**src/rtl/pipe_host_ctrl.sv**
```systemverilog
// Host command sequencer for the 5-stage pipeline access port.
// Serialises memory, register-file and ILA accesses and bounded RUNs; one response per command.
module pipe_host_ctrl #(
    parameter int unsigned RD_LAT         = 1,
    parameter int unsigned ILA_DEPTH_LOG2 = 9
) (
    input  logic                      clk,
    input  logic                      reset,
    input  logic                      cmd_valid,
    output logic                      cmd_ready,
    input  logic [2:0]                cmd_op,
    input  logic [8:0]                cmd_addr,
    input  logic [31:0]               cmd_data,
    output logic                      rsp_valid,
    input  logic                      rsp_ready,
    output logic [31:0]               rsp_data,
    input  logic                      halt,
    output logic                      pipe_en,
    output logic [31:0]               imem_data,
    output logic [8:0]                imem_addr,
    output logic                      imem_we,
    output logic                      imem_re,
    output logic [31:0]               dmem_data,
    output logic [7:0]                dmem_addr,
    output logic                      dmem_we_external,
    output logic                      dmem_re_external,
    output logic                      reg_re,
    output logic [3:0]                reg_addr,
    output logic [ILA_DEPTH_LOG2-1:0] ilaaddr,
    output logic [ILA_DEPTH_LOG2-1:0] ila2addr,
    output logic                      ilawea,
    output logic                      ila2wea,
    input  logic [31:0]               imem_out,
    input  logic [31:0]               dmem_out,
    input  logic [31:0]               reg_out,
    input  logic [31:0]               ila_out,
    input  logic [31:0]               ila2_out,
    input  logic                      N,
    input  logic                      Z,
    input  logic                      C,
    input  logic                      V
);

    localparam int unsigned DW  = 32;
    localparam int unsigned IAW = 9;
    localparam int unsigned DAW = 8;
    localparam int unsigned RAW = 4;
    localparam int unsigned PW  = ILA_DEPTH_LOG2;
    localparam int unsigned RCW = $clog2(RD_LAT + 2);

    typedef enum logic [2:0] {
        OP_IMEM_WR = 3'd0,
        OP_IMEM_RD = 3'd1,
        OP_DMEM_WR = 3'd2,
        OP_DMEM_RD = 3'd3,
        OP_REG_RD  = 3'd4,
        OP_ILA_RD  = 3'd5,
        OP_RUN     = 3'd6,
        OP_STATUS  = 3'd7
    } op_e;

    typedef enum logic [2:0] {
        ST_IDLE = 3'd0,
        ST_WR   = 3'd1,
        ST_RD   = 3'd2,
        ST_RUN  = 3'd3,
        ST_RSP  = 3'd4
    } state_e;

    state_e         state_q, state_d;
    op_e            op_q, op_d;
    logic [IAW-1:0] addr_q, addr_d;
    logic [DW-1:0]  data_q, data_d;
    logic           arm_q, arm_d;
    logic [DW-1:0]  cnt_q, cnt_d;
    logic [DW-1:0]  issued_q, issued_d;
    logic [RCW-1:0] rd_cnt_q, rd_cnt_d;
    logic [PW-1:0]  wptr_q, wptr_d;
    logic [DW-1:0]  rsp_data_q, rsp_data_d;
    logic [DW-1:0]  rd_sel;

    // Output registers, loaded with the decode of the upcoming state.
    logic           cmd_ready_q, cmd_ready_d;
    logic           rsp_valid_q, rsp_valid_d;
    logic           pipe_en_q, pipe_en_d;
    logic           ila_we_q, ila_we_d;
    logic           imem_we_q, imem_we_d;
    logic           imem_re_q, imem_re_d;
    logic           dmem_we_q, dmem_we_d;
    logic           dmem_re_q, dmem_re_d;
    logic           reg_re_q, reg_re_d;
    logic [IAW-1:0] imem_addr_q, imem_addr_d;
    logic [DW-1:0]  imem_data_q, imem_data_d;
    logic [DAW-1:0] dmem_addr_q, dmem_addr_d;
    logic [DW-1:0]  dmem_data_q, dmem_data_d;
    logic [RAW-1:0] reg_addr_q, reg_addr_d;
    logic [PW-1:0]  ila_addr_q, ila_addr_d;

    // Read-data source for the latched read op.
    always_comb begin
        rd_sel = ila_out;
        case (op_q)
            OP_IMEM_RD: rd_sel = imem_out;
            OP_DMEM_RD: rd_sel = dmem_out;
            OP_REG_RD:  rd_sel = reg_out;
            default:    rd_sel = data_q[0] ? ila2_out : ila_out;
        endcase
    end

    always_comb begin
        state_d     = state_q;
        op_d        = op_q;
        addr_d      = addr_q;
        data_d      = data_q;
        arm_d       = arm_q;
        cnt_d       = cnt_q;
        issued_d    = issued_q;
        rd_cnt_d    = rd_cnt_q;
        wptr_d      = wptr_q;
        rsp_data_d  = rsp_data_q;
        cmd_ready_d = 1'b0;
        rsp_valid_d = 1'b0;
        pipe_en_d   = 1'b0;
        ila_we_d    = 1'b0;
        imem_we_d   = 1'b0;
        imem_re_d   = 1'b0;
        dmem_we_d   = 1'b0;
        dmem_re_d   = 1'b0;
        reg_re_d    = 1'b0;
        imem_addr_d = '0;
        imem_data_d = '0;
        dmem_addr_d = '0;
        dmem_data_d = '0;
        reg_addr_d  = '0;
        ila_addr_d  = '0;

        case (state_q)
            ST_IDLE: begin
                if (cmd_valid) begin
                    op_d   = op_e'(cmd_op);
                    addr_d = cmd_addr;
                    data_d = cmd_data;
                    case (op_e'(cmd_op))
                        OP_IMEM_WR, OP_DMEM_WR: state_d = ST_WR;
                        OP_IMEM_RD, OP_DMEM_RD, OP_REG_RD, OP_ILA_RD: begin
                            state_d  = ST_RD;
                            rd_cnt_d = '0;
                        end
                        OP_RUN: begin
                            arm_d    = cmd_addr[0];
                            cnt_d    = cmd_data;
                            issued_d = '0;
                            if (cmd_addr[0]) begin
                                wptr_d = '0;
                            end
                            if (cmd_data != '0) begin
                                state_d = ST_RUN;
                            end else begin
                                state_d    = ST_RSP;
                                rsp_data_d = '0;
                            end
                        end
                        default: begin
                            state_d    = ST_RSP;
                            rsp_data_d = {N, Z, C, V, (DW-4)'(wptr_q)};
                        end
                    endcase
                end
            end
            ST_WR: begin
                state_d    = ST_RSP;
                rsp_data_d = '0;
            end
            ST_RD: begin
                if (rd_cnt_q == RCW'(RD_LAT)) begin
                    state_d    = ST_RSP;
                    rsp_data_d = rd_sel;
                end else begin
                    rd_cnt_d = rd_cnt_q + RCW'(1);
                end
            end
            ST_RUN: begin
                // A sampled halt suppresses this cycle's pipe_en and ends the run.
                if (halt) begin
                    state_d    = ST_RSP;
                    rsp_data_d = issued_q;
                end else begin
                    issued_d = issued_q + DW'(1);
                    cnt_d    = cnt_q - DW'(1);
                    if (arm_q) begin
                        wptr_d = wptr_q + PW'(1);
                    end
                    if (cnt_q == DW'(1)) begin
                        state_d    = ST_RSP;
                        rsp_data_d = issued_q + DW'(1);
                    end
                end
            end
            ST_RSP: begin
                if (rsp_ready) begin
                    state_d    = ST_IDLE;
                    rsp_data_d = '0;
                end
            end
            default: state_d = ST_IDLE;
        endcase

        // Port drive for the next cycle, decoded from the next state.
        case (state_d)
            ST_IDLE: cmd_ready_d = 1'b1;
            ST_RSP:  rsp_valid_d = 1'b1;
            ST_WR: begin
                if (op_d == OP_IMEM_WR) begin
                    imem_we_d   = 1'b1;
                    imem_addr_d = addr_d;
                    imem_data_d = data_d;
                end else begin
                    dmem_we_d   = 1'b1;
                    dmem_addr_d = addr_d[DAW-1:0];
                    dmem_data_d = data_d;
                end
            end
            ST_RD: begin
                case (op_d)
                    OP_IMEM_RD: begin
                        imem_re_d   = 1'b1;
                        imem_addr_d = addr_d;
                    end
                    OP_DMEM_RD: begin
                        dmem_re_d   = 1'b1;
                        dmem_addr_d = addr_d[DAW-1:0];
                    end
                    OP_REG_RD: begin
                        reg_re_d   = 1'b1;
                        reg_addr_d = addr_d[RAW-1:0];
                    end
                    default: ila_addr_d = PW'(addr_d);
                endcase
            end
            ST_RUN: begin
                pipe_en_d = 1'b1;
                if (arm_d) begin
                    ila_we_d   = 1'b1;
                    ila_addr_d = wptr_d;
                end
            end
            default: cmd_ready_d = 1'b0;
        endcase
    end

    always_ff @(posedge clk) begin
        if (reset) begin
            state_q     <= ST_IDLE;
            op_q        <= OP_IMEM_WR;
            addr_q      <= '0;
            data_q      <= '0;
            arm_q       <= 1'b0;
            cnt_q       <= '0;
            issued_q    <= '0;
            rd_cnt_q    <= '0;
            wptr_q      <= '0;
            rsp_data_q  <= '0;
            cmd_ready_q <= 1'b0;
            rsp_valid_q <= 1'b0;
            pipe_en_q   <= 1'b0;
            ila_we_q    <= 1'b0;
            imem_we_q   <= 1'b0;
            imem_re_q   <= 1'b0;
            dmem_we_q   <= 1'b0;
            dmem_re_q   <= 1'b0;
            reg_re_q    <= 1'b0;
            imem_addr_q <= '0;
            imem_data_q <= '0;
            dmem_addr_q <= '0;
            dmem_data_q <= '0;
            reg_addr_q  <= '0;
            ila_addr_q  <= '0;
        end else begin
            state_q     <= state_d;
            op_q        <= op_d;
            addr_q      <= addr_d;
            data_q      <= data_d;
            arm_q       <= arm_d;
            cnt_q       <= cnt_d;
            issued_q    <= issued_d;
            rd_cnt_q    <= rd_cnt_d;
            wptr_q      <= wptr_d;
            rsp_data_q  <= rsp_data_d;
            cmd_ready_q <= cmd_ready_d;
            rsp_valid_q <= rsp_valid_d;
            pipe_en_q   <= pipe_en_d;
            ila_we_q    <= ila_we_d;
            imem_we_q   <= imem_we_d;
            imem_re_q   <= imem_re_d;
            dmem_we_q   <= dmem_we_d;
            dmem_re_q   <= dmem_re_d;
            reg_re_q    <= reg_re_d;
            imem_addr_q <= imem_addr_d;
            imem_data_q <= imem_data_d;
            dmem_addr_q <= dmem_addr_d;
            dmem_data_q <= dmem_data_d;
            reg_addr_q  <= reg_addr_d;
            ila_addr_q  <= ila_addr_d;
        end
    end

    // Halt gates the run enables within the same cycle it is seen.
    assign pipe_en          = pipe_en_q & ~halt;
    assign ilawea           = ila_we_q & ~halt;
    assign ila2wea          = ila_we_q & ~halt;
    assign cmd_ready        = cmd_ready_q;
    assign rsp_valid        = rsp_valid_q;
    assign rsp_data         = rsp_data_q;
    assign imem_we          = imem_we_q;
    assign imem_re          = imem_re_q;
    assign imem_addr        = imem_addr_q;
    assign imem_data        = imem_data_q;
    assign dmem_we_external = dmem_we_q;
    assign dmem_re_external = dmem_re_q;
    assign dmem_addr        = dmem_addr_q;
    assign dmem_data        = dmem_data_q;
    assign reg_re           = reg_re_q;
    assign reg_addr         = reg_addr_q;
    assign ilaaddr          = ila_addr_q;
    assign ila2addr         = ila_addr_q;

endmodule

```
**config.mk**
```make
export PLATFORM = sky130hd
export DESIGN_NAME = pipe_host_ctrl
export DESIGN_NICKNAME = d
export VERILOG_FILES = /design/src/rtl/pipe_host_ctrl.sv
export SDC_FILE = /design/constraint.sdc
export NUM_CORES = 1
export LEC_CHECK = 0
export CAP_MARGIN = 5
export CORE_MARGIN = 8
export CORE_UTILIZATION = 50
export CTS_CLUSTER_DIAMETER = 120
export DETAILED_ROUTE_END_ITERATION = 8
export GPL_ROUTABILITY_DRIVEN = 1
export MAX_ROUTING_LAYER = met4
export PLACE_DENSITY_LB_ADDON = 0.05
export SLEW_MARGIN = 0
export SYNTH_ARGS = -nofsm -noshare
export SYNTH_HDL_FRONTEND = slang
export SYNTH_SLANG_ARGS = --single-unit
```
**constraint.sdc**
```tcl
create_clock -name clk -period 4.8 [get_ports clk]
set_input_delay 0.48 -clock clk [delete_from_list [all_inputs] [get_ports clk]]
set_output_delay 0.48 -clock clk [all_outputs]
set_load 0.02 [all_outputs]
```
# --- Word-level counts from Yosys, hierarchy flattened ---
# Cells that the tools add are included.
totals:
  inputBits: 213
  output_inout_bits: 145
  wordCells: 153
  register_bits: 258
classes:
  n_addsub: 4
  muxes: 63
  n_reduce_logical: 21
  bitwise_logic: 8
  eq_ne: 32
ops:
  columns: ["op", "count"]
  rows:
  - ["two-way mux 32 bit", 15]
  - ["one-hot mux 32 bit (2 select lines)", 3]
  - ["one-hot mux 32 bit (5 select lines)", 1]
  - ["two-way mux 9 bit", 11]
  - ["one-hot mux 32 bit (3 select lines)", 1]
  - ["one-hot mux 9 bit (2 select lines)", 3]
  - ["adder 32 x 1 -> 32 bit, second input constant", 1]
  - ["equality test 32 x 1 -> 1 bit, second input constant", 1]
  - ["nonzero test 32 bit", 1]
  - ["subtractor 32 x 1 -> 32 bit, second input constant", 1]
  - ["equality test 3 x 2 -> 1 bit, second input constant", 8]
  - ["two-way mux 3 bit", 8]
  - ["equality test 3 bit, second input constant", 7]
  - ["two-way mux 8 bit", 2]
  - ["one-hot mux 8 bit (2 select lines)", 1]
  - ["equality test 3 x 1 -> 1 bit, second input constant", 5]
  - ["one-hot mux 3 bit (5 select lines)", 1]
  - ["logical NOT 3 bit", 4]
  - ["two-way mux 1 bit", 12]
  - ["inequality test 2 bit, second input constant", 6]
  - ["OR reduction 3 bit", 4]
  - ["adder 9 x 1 -> 9 bit, second input constant", 1]
  - ["one-hot mux 3 bit (3 select lines)", 1]
  - ["AND reduction 4 bit", 2]
  - ["14 further kinds", 28]

# --- Depth between registers and ports, before layout ---
# Gate-level depths: netlist of the first run.
depth:
  word_depth: 8
  mapped_depth: 11
  mapped_depth_nobuf: 10

# --- Worst setup path before layout of the first run ---
# Ideal clock, no wire load.
synth_path:
  path_type: "reg-to-reg"
  from: "reg cnt_q[8]"
  to: "reg cnt_q[31]"
  path_buffers: 0
  stages_incl_launch_ff: 8
  setup_ps: 123
  t_required_ps: 4677
  period_less_slack_ps: 2569
  t_arrival_ps: 2446
  path_slack_ps: 2231
  cell_sequence: "dfxtp_1 -> or4_4 -> nor4_4 -> nand3_2 -> or4_4 -> or4_1 -> a21oi_1 -> o32ai_1"
synth_between:
  elab_chain_len: 3
synth_rtl:
  columns: ["element", "line_no", "text"]
  rows:
  - ["start, declared", "75", "logic [DW-1:0] cnt_q, cnt_d;"]
  - ["start signal, assigned", "284", "cnt_q <= cnt_d;"]
  - ["subtractor 32 x 1 -> 32 bit", "189", "cnt_d = cnt_q - DW'(1);"]
  - ["two-way mux 32 bit", "184", "if (halt) begin"]
  - ["one-hot mux 32 bit (2 select lines)", "137", "case (state_q)"]
# No other way between the ends. The select of a mux whose other input is x is not followed.
# A chain may end at the register's enable or synchronous reset.

# --- Worst setup path after layout of the first run ---
layout_path:
  from: "reg state_q[2]"
  to: "reg dmem_addr_q[4] (netlist: dmem_addr[4])"
layout_between:
  elab_chain_len: 5
  word_cells_on_any_way: 20
  cone_classes: "eq/ne (7); mux (11); reduce/logical (2)"
layout_rtl:
  columns: ["element", "line_no", "text"]
  rows:
  - ["start, declared", "70", "state_e state_q, state_d;"]
  - ["start signal, assigned", "279", "state_q <= state_d;"]
  - ["two-way mux 3 bit or logical NOT 3 bit (tied branches)", "193, 137", null]
  - ["two-way mux 3 bit (on tied branches)", "184, 137", null]
  - ["one-hot mux 3 bit (5 select lines) (tied with other cells)", "137", null]
  - ["equality test 3 x 2 -> 1 bit (tied with other cells)", "209", "case (state_d)"]
  - ["one-hot mux 8 bit (2 select lines) (*)", "209", null]
  - ["end signal, assigned", "300", "dmem_addr_q <= dmem_addr_d;"]
  - ["end, declared", "94", "logic [DAW-1:0] dmem_addr_q, dmem_addr_d;"]
# Every way passes the cells marked *; elsewhere a longest branch is shown, timed or not.

==> impl_results.rst, run 1 <==
.. list-table::
   :header-rows: 1

   * - Metric
     - Value
   * - Status
     - completed
   * - Via-per-instance ratio
     - 5.86
   * - Maximum clock frequency
     - 0.293 GHz
   * - Share of synthesized registers carrying an async set or reset
     - 0%
   * - Count of input and output buffers
     - 357
   * - Remaining antenna violation count
     - 0
   * - Clock-pin slew reported for the worst setup and hold paths after clock tree synthesis
     - 0.06 ns
   * - Final critical-path required period
     - 3.41 ns
   * - Largest net degree at the start of global routing
     - 76
   * - Synthesized flop and latch total
     - 258
   * - Instance area at placement
     - 15,600 sq um
   * - Cell area after layout
     - 16,500 sq um
   * - Worst ir drop on vdd
     - 0.292 mV
   * - Area of the multi-input gates
     - 6200 sq um
   * - Layout cells sized above 1
     - 5.66%
   * - Number of synthesized flops with an enable pin
     - 0
   * - Hold Crit Endpoint
     - data_q[10]$_SDFF_PP0_
   * - # setup viols final
     - 0
   * - Top library cells by usage in the layout, fill and taps aside
     - clkdlybuf4s50_1, dfxtp_1, nand2_1, nor2_1, a21oi_1
   * - Dominant cells by area after synthesis
     - dfxtp_1, a21oi_1, nand2_1
   * - Largest delay share family, worst path
     - simple AND/OR/NAND/NOR gates
   * - Critical path, cell by cell
     - or2_2 -> nor2_1 -> nand3b_1 -> nand3b_1 -> a31oi_1 -> nor2_1
   * - CTS tree
     - yes
   * - Area fraction of the dominant cell type after synthesis
     - 43.3%
   * - Clk Tree Root Cell
     - clkbuf_16
   * - Filler cell count
     - 1,899
   * - # Max-Cap Violations
     - 0
   * - Core footprint
     - 23,500 sq um
   * - YS warnings
     - 0
   * - Crit path largest cell delay
     - 0.89 ns
   * - Sum of negative setup slack
     - 0 ns
   * - Longest Clk Path Bufs
     - 3
   * - Crit path DAT
     - 3.80 ns
   * - I/O pin count
     - 358
   * - CTS H-tree lvls
     - 1
   * - Source-to-sink clock delay at the later pin of the worst-skew pair
     - 0.53 ns
   * - Register Area
     - 5170 sq um
   * - Leftover overflow at the end of global routing
     - 0
   * - Most used flip-flop cell after synthesis
     - dfxtp_1
   * - Global-route wire length before repair
     - 67,400 um
   * - Via count of the first global-routing pass
     - 11.7k
   * - Kind of start point of the critical path
     - flip-flop
   * - Antenna violations before repair
     - 1
   * - DRT Pass-1 Iters
     - 5
   * - Site row count
     - 56
   * - DR vias
     - 12.1k
   * - Cell area power density
     - 340 nW/um^2
   * - Critical-path cell with the highest stage delay
     - or2_2
   * - Post-CTS Setup Repair Bufs
     - 0
   * - Number of hold-slack violations in the final timing report
     - 0
   * - Area growth from synthesis to final layout
     - 37.9%
   * - Total detailed-routing wirelength
     - 44,600 um
   * - Nets
     - 1,947
   * - Final GP Congestion
     - 0.909
   * - Worst Setup Slack, final
     - 1.39 ns
   * - Category of the worst setup path capture point
     - flip-flop
   * - Die outline area
     - 29,100 sq um
   * - Required time of the worst setup path
     - 5.19 ns
   * - Slew margin rel.
     - 33.4%
   * - Leakage Power
     - 0.00586 uW
   * - CTS buffer count
     - 27
   * - Post-DP HPWL
     - 32,800 um
   * - Mean instance size in the synthesized netlist
     - 8.27 sq um
   * - Unrepaired setup endpoints after global routing
     - false
   * - Gate Count Post-Synth
     - 1,442
   * - Total global routing track utilization
     - 30.2%
   * - Net count after synthesis
     - 1,660
   * - Post-synthesis cell type with the largest combined area
     - dfxtp_1
   * - Post-layout power
     - 5600 uW
   * - Wire length per cell
     - 21.5 um
   * - Launching point of the worst reg2reg path
     - state_q[2]$_SDFF_PP0_
   * - Worst Setup Path Type
     - reg -> reg
   * - Cell variety after synth
     - 71
   * - Initial core utilization
     - 50.8%
   * - Most common cell after layout, fill and taps aside
     - clkdlybuf4s50_1
   * - Startpoint of the most critical hold path
     - data_q[10]$_SDFF_PP0_
   * - Final worst path period share
     - 71.1%
   * - Register-to-Register Setup Slack
     - 1.39 ns
   * - Count of hold buffers inserted by post-cts repair
     - 0
   * - CTS sink count
     - 258
   * - Resized cells post-CTS
     - 0
   * - Tightest Hold Check Type
     - reg -> reg
   * - Number of cell instances on the worst register-to-register path
     - 6
   * - Minimum setup slack after placement
     - 1.07 ns
   * - Crit path max fanout
     - 47
   * - Horizontal extent of the die
     - 170 um
   * - Pins Over Slew Limit
     - 0
   * - Number of buffers and inverters on the critical path
     - 0
   * - Slew at the pin closest to its max-slew limit
     - 0.998 ns
   * - Sequential-to-total area share from yosys stat
     - 43.3%
   * - End of the worst register-to-register path
     - dmem_addr[4]$_SDFF_PP0_
   * - Final worst clock skew
     - 0.00929 ns
   * - Number of DRC markers in iteration 0
     - 1,198
   * - Drt drc
     - 0
   * - Worst hold path depth
     - 2
   * - Vertical die dimension
     - 170 um
   * - Post-synthesis instance area
     - 11,900 sq um
-- synth_stat cells (all sizes together), types with 29 or more instances --
cell type and n:
a211oi 54, buf 34, clkbuf 86, and2 74, o21ai 61, o22ai 45, nor2 139, dfxtp 258
mux2i 35, nor4 29, a21oi 131, nand2 169
-- metrics by stage --
step / instances / util (%) / hold slack [ns]
after floorplan: 1442 / - / 0.440
after global routing: 2070 / 70.1 / 0.502
after CTS: 2069 / 70.1 / 0.472
final: 2070 / 70.1 / 0.472
after detailed placement: 2019 / 66.3 / 0.464
after global placement: 2019 / 66.3 / 0.450
-- layout make-up --
class | instances | share of cell area, %
clock buffer | 34 | 4.45
multi-input combinational | 1048 | 37.7
sequential | 258 | 31.4
timing repair buffer | 378 | 22.7
clock inverter | 16 | 1.02
antenna | 1 | 0.0152
inverter | 16 | 0.365
tap | 319 | 2.43
-- registers in the layout (all words and copies together), names as in the netlist, 2 cells and up --
signal	cells
addr_q	9
cnt_q	32
data_q	32
dmem_addr	8
dmem_data	32
ila2addr	9
imem_addr	9
imem_data	32
issued_q	32
op_q	3
rd_cnt_q	2
reg_addr	4
rsp_data	32
state_q	3
wptr_q	9
-- where the power goes --
part	leakage, uW	switching [uW]	total (uW)	internal, uW
combinational	0.00331	654	1160	506
clock	0.000451	875	2120	1250
sequential	0.00209	69.6	2320	2250
-- worst max-delay path by stage --
stage	from	cells after the start	slack [ns]	to
finish	state_q[2]$_SDFF_PP0_	6	1.39	dmem_addr[4]$_SDFF_PP0_
global route	state_q[2]$_SDFF_PP0_	6	1.19	dmem_addr[4]$_SDFF_PP0_
CTS	state_q[2]$_SDFF_PP0_	6	1.41	dmem_addr[4]$_SDFF_PP0_
detailed placement	cmd_valid	9	1.07	ila2addr[3]$_SDFF_PP0_
global placement	cmd_valid	9	1.22	ila2addr[3]$_SDFF_PP0_
floorplan	cnt_q[8]$_SDFFE_PP0P_	7	2.23	cnt_q[31]$_SDFFE_PP0P_
-- logic make-up after synthesis --
group | count (synthesis) | share of synthesized area (%)
simple gates | 564 | 23.5
mux | 37 | 3.13
fa+ha+maj | 5 | 0.524
compound gates | 421 | 23.0
xor+xnor | 21 | 1.54
flops | 258 | 43.3
buf+inv | 136 | 5.05
-- layer usage --
layer,global-route usage [%],vias to the layer above,share of wire (%)
met5,-,-,0
met4,7.97,0,2.5
met3,6.00,72,7.9
met2,48.4,488,47
met1,38.4,5795,42
li1,-,5779,-
-- worst register-to-register path, stage by stage (launching register included) --
cell,delay [ns]
dfxtp_1,0.76
or2_2,0.89
nor2_1,0.21
nand3b_1,0.16
nand3b_1,0.38
a31oi_1,0.75
nor2_1,0.12
Power figures use the tool's default switching activity.
==> run 2, diff against run 1 <==
CORE_UTILIZATION = 48   (was 50)
clock period = 3.5 ns   (was 4.8 ns; I/O delays follow)
==> run 2 against run 1 <==
Utilization is 1.8 points lower. Combinational power is 39% higher. Non-clock buffer count is 17 higher. Fmax is 9.3% higher. Flip-flop and latch count stayed put. Clock-buffer cell count is 2 higher. Clock skew is 0.018 ns higher. Sequential share of layout area is 0.39 points lower. Via count is 0.65% lower. Clock power is 41% higher. Die area is 3.8% higher. Largest cell class unchanged. Highest routed layer unchanged.
==> impl_results.rst, run 2 (synthesized netlist as in run 1, its figures left out) <==
.. list-table::
   :header-rows: 1

   * - Metric
     - Value
   * - Worst Setup Path Type
     - reg -> reg
   * - Post-CTS Setup Repair Bufs
     - 0 (unchanged)
   * - Critical-path cell with the highest stage delay
     - a31oi_1
   * - Critical path, cell by cell
     - or4_4 -> nor4_4 -> and3_1 -> o22ai_1 -> nand3b_1 -> a31oi_1 -> nor2_1
   * - Antenna violations before repair
     - 1 (unchanged)
   * - Hold Crit Endpoint
     - dmem_we_external$_SDFF_PP0_
   * - Leakage Power
     - 0.00595 uW (+1.7%)
   * - Die outline area
     - 30,200 sq um (+3.8%)
   * - Unrepaired setup endpoints after global routing
     - false
   * - Final worst clock skew
     - 0.0275 ns (+0.0182 ns)
   * - Sum of negative setup slack
     - 0 ns (unchanged)
   * - Drt drc
     - 0 (unchanged)
   * - Status
     - completed
   * - DRT Pass-1 Iters
     - 5 (unchanged)
   * - Slew at the pin closest to its max-slew limit
     - 0.933 ns (-0.0650 ns)
   * - Vertical die dimension
     - 174 um (+1.9%)
   * - I/O pin count
     - 358 (unchanged)
   * - Pins Over Slew Limit
     - 0 (unchanged)
   * - Final GP Congestion
     - 0.930 (+2.3%)
   * - Slew margin rel.
     - 37.8% (+4.4 points)
   * - Final critical-path required period
     - 3.12 ns (-0.292 ns)
   * - # setup viols final
     - 0 (unchanged)
   * - Worst hold path depth
     - 2 (unchanged)
   * - Register-to-Register Setup Slack
     - 0.38 ns (-1.01 ns)
   * - Final worst path period share
     - 89.2% (+18 points)
   * - Area growth from synthesis to final layout
     - 39.6%
   * - Number of hold-slack violations in the final timing report
     - 0 (unchanged)
   * - Clk Tree Root Cell
     - clkbuf_16
   * - # Max-Cap Violations
     - 0 (unchanged)
   * - Total global routing track utilization
     - 28.5% (-1.7 points)
   * - Nets
     - 1,964 (+0.87%)
   * - Longest Clk Path Bufs
     - 3 (unchanged)
   * - CTS tree
     - yes
   * - CTS H-tree lvls
     - 1 (unchanged)
   * - Crit path max fanout
     - 8 (-83%)
   * - Cell area power density
     - 468 nW/um^2 (+38%)
   * - Clock-pin slew reported for the worst setup and hold paths after clock tree synthesis
     - 0.07 ns (about the same)
   * - Tightest Hold Check Type
     - in -> reg
   * - End of the worst register-to-register path
     - dmem_addr[0]$_SDFF_PP0_
   * - Number of DRC markers in iteration 0
     - 1,198 (unchanged)
   * - Worst ir drop on vdd
     - 0.417 mV (+43%)
   * - Via-per-instance ratio
     - 5.77 (-1.6%)
   * - Source-to-sink clock delay at the later pin of the worst-skew pair
     - 0.55 ns (+0.02 ns)
   * - Via count of the first global-routing pass
     - 11.6k (-0.051%)
   * - Crit path largest cell delay
     - 0.68 ns (-0.21 ns)
   * - CTS sink count
     - 258 (unchanged)
   * - Required time of the worst setup path
     - 3.91 ns (-1.28 ns)
   * - Total detailed-routing wirelength
     - 44,600 um (+0.14%)
   * - Fraction of the core area covered by cells at the end of the flow
     - 68.3% (-1.8 points)
   * - Count of hold buffers inserted by post-cts repair
     - 0 (unchanged)
   * - CTS buffer count
     - 27 (unchanged)
   * - Horizontal extent of the die
     - 174 um (+1.9%)
   * - Post-DP HPWL
     - 33,400 um (+1.9%)
   * - Count of input and output buffers
     - 357 (unchanged)
   * - Category of the worst setup path capture point
     - flip-flop
   * - Resized cells post-CTS
     - 0 (unchanged)
   * - Filler cell count
     - 2,070 (+9.0%)
   * - Maximum clock frequency
     - 0.320 GHz (+9.3%)
   * - Crit path DAT
     - 3.54 ns (-0.26 ns)
   * - Number of cell instances on the worst register-to-register path
     - 7 (+1)
   * - Launching point of the worst reg2reg path
     - cnt_q[8]$_SDFFE_PP0P_
   * - Leftover overflow at the end of global routing
     - 0 (unchanged)
   * - DR vias
     - 12.1k (-0.65%)
   * - Top library cells by usage in the layout, fill and taps aside
     - clkdlybuf4s50_1, dfxtp_1, nand2_1, nor2_1, a21oi_1
   * - Largest net degree at the start of global routing
     - 68 (-11%)
   * - Initial core utilization
     - 48.9% (-1.9 points)
   * - Wire length per cell
     - 21.4 um (-0.86%)
   * - Layout cells sized above 1
     - 6.51% (+0.85 points)
   * - Startpoint of the most critical hold path
     - reset
   * - Kind of start point of the critical path
     - flip-flop
   * - Site row count
     - 57 (+1.8%)
   * - Core footprint
     - 24,400 sq um (+3.9%)
   * - Remaining antenna violation count
     - 0 (unchanged)
   * - Global-route wire length before repair
     - 67,400 um (+0.12%)
   * - Most common cell after layout, fill and taps aside
     - clkdlybuf4s50_1
-- run 2: worst max-delay path by stage --
stage                           from                       to  slack, ns
2_1_floorplan  cnt_q[8]$_SDFFE_PP0P_   cnt_q[31]$_SDFFE_PP0P_       0.93
3_3_place_gp               cmd_valid  dmem_addr[3]$_SDFF_PP0_       0.33
3_5_place_dp               cmd_valid  dmem_addr[4]$_SDFF_PP0_       0.28
4_1_cts        cnt_q[8]$_SDFFE_PP0P_  dmem_addr[3]$_SDFF_PP0_       0.44
5_1_grt        cnt_q[8]$_SDFFE_PP0P_  dmem_addr[4]$_SDFF_PP0_       0.25
6_report       cnt_q[8]$_SDFFE_PP0P_  dmem_addr[0]$_SDFF_PP0_       0.38
-- run 2: layout make-up --
class / count / area (sq um) / area share, %
Tap cell: 324 / 405 / 2.43
Sequential cell: 258 / 5170 / 31.0
Multi-Input combinational cell: 1048 / 6200 / 37.2
Antenna cell: 1 / 2.50 / 0.0150
Clock buffer: 36 / 759 / 4.56
Inverter: 16 / 60.1 / 0.360
Timing Repair Buffer: 395 / 3890 / 23.4
Clock inverter: 13 / 174 / 1.04
-- run 2: routing by layer --
metal	routed length [um]	GRT usage, %	share of wire (%)	up-vias
met1	19400	35.9	43	5689
met4	1340	8.44	3.0	0
met5	0	-	0	-
li1	-	-	-	5800
met2	20700	45.3	46	483
met3	3220	6.21	7.2	83
-- run 2: stage by stage --
step / power [uW] / std cells / setup WS [ns] / instance area (sq um) / hold WS (ns)
final: 7810 / 2091 / 0.377 / 16700 / 0.334
after floorplan: 4100 / 1442 / 0.931 / 11900 / 0.440
after CTS: 7830 / 2090 / 0.443 / 16700 / 0.327
after global routing: 8110 / 2091 / 0.245 / 16700 / 0.351
after detailed placement: 4860 / 2041 / 0.284 / 15700 / 0.455
after global placement: 4830 / 2041 / 0.334 / 15700 / 0.449
-- run 2: worst max-delay path: cells and delay by family, from the launching register on --
family / cells / cell delay [ns]
and+or+nand+nor: 5 / 1.75
AOI/OAI and AO/OA: 2 / 0.84
DFF: 1 / 0.38
-- run 2: report_power, final --
group | internal (uW) | switching [uW] | total [uW] | leakage, uW
Sequential | 3090 | 113 | 3200 | 0.00209
Clock | 1760 | 1230 | 2990 | 0.000451
Combinational | 728 | 885 | 1610 | 0.00341
Total | 5580 | 2230 | 7810 | 0.00595
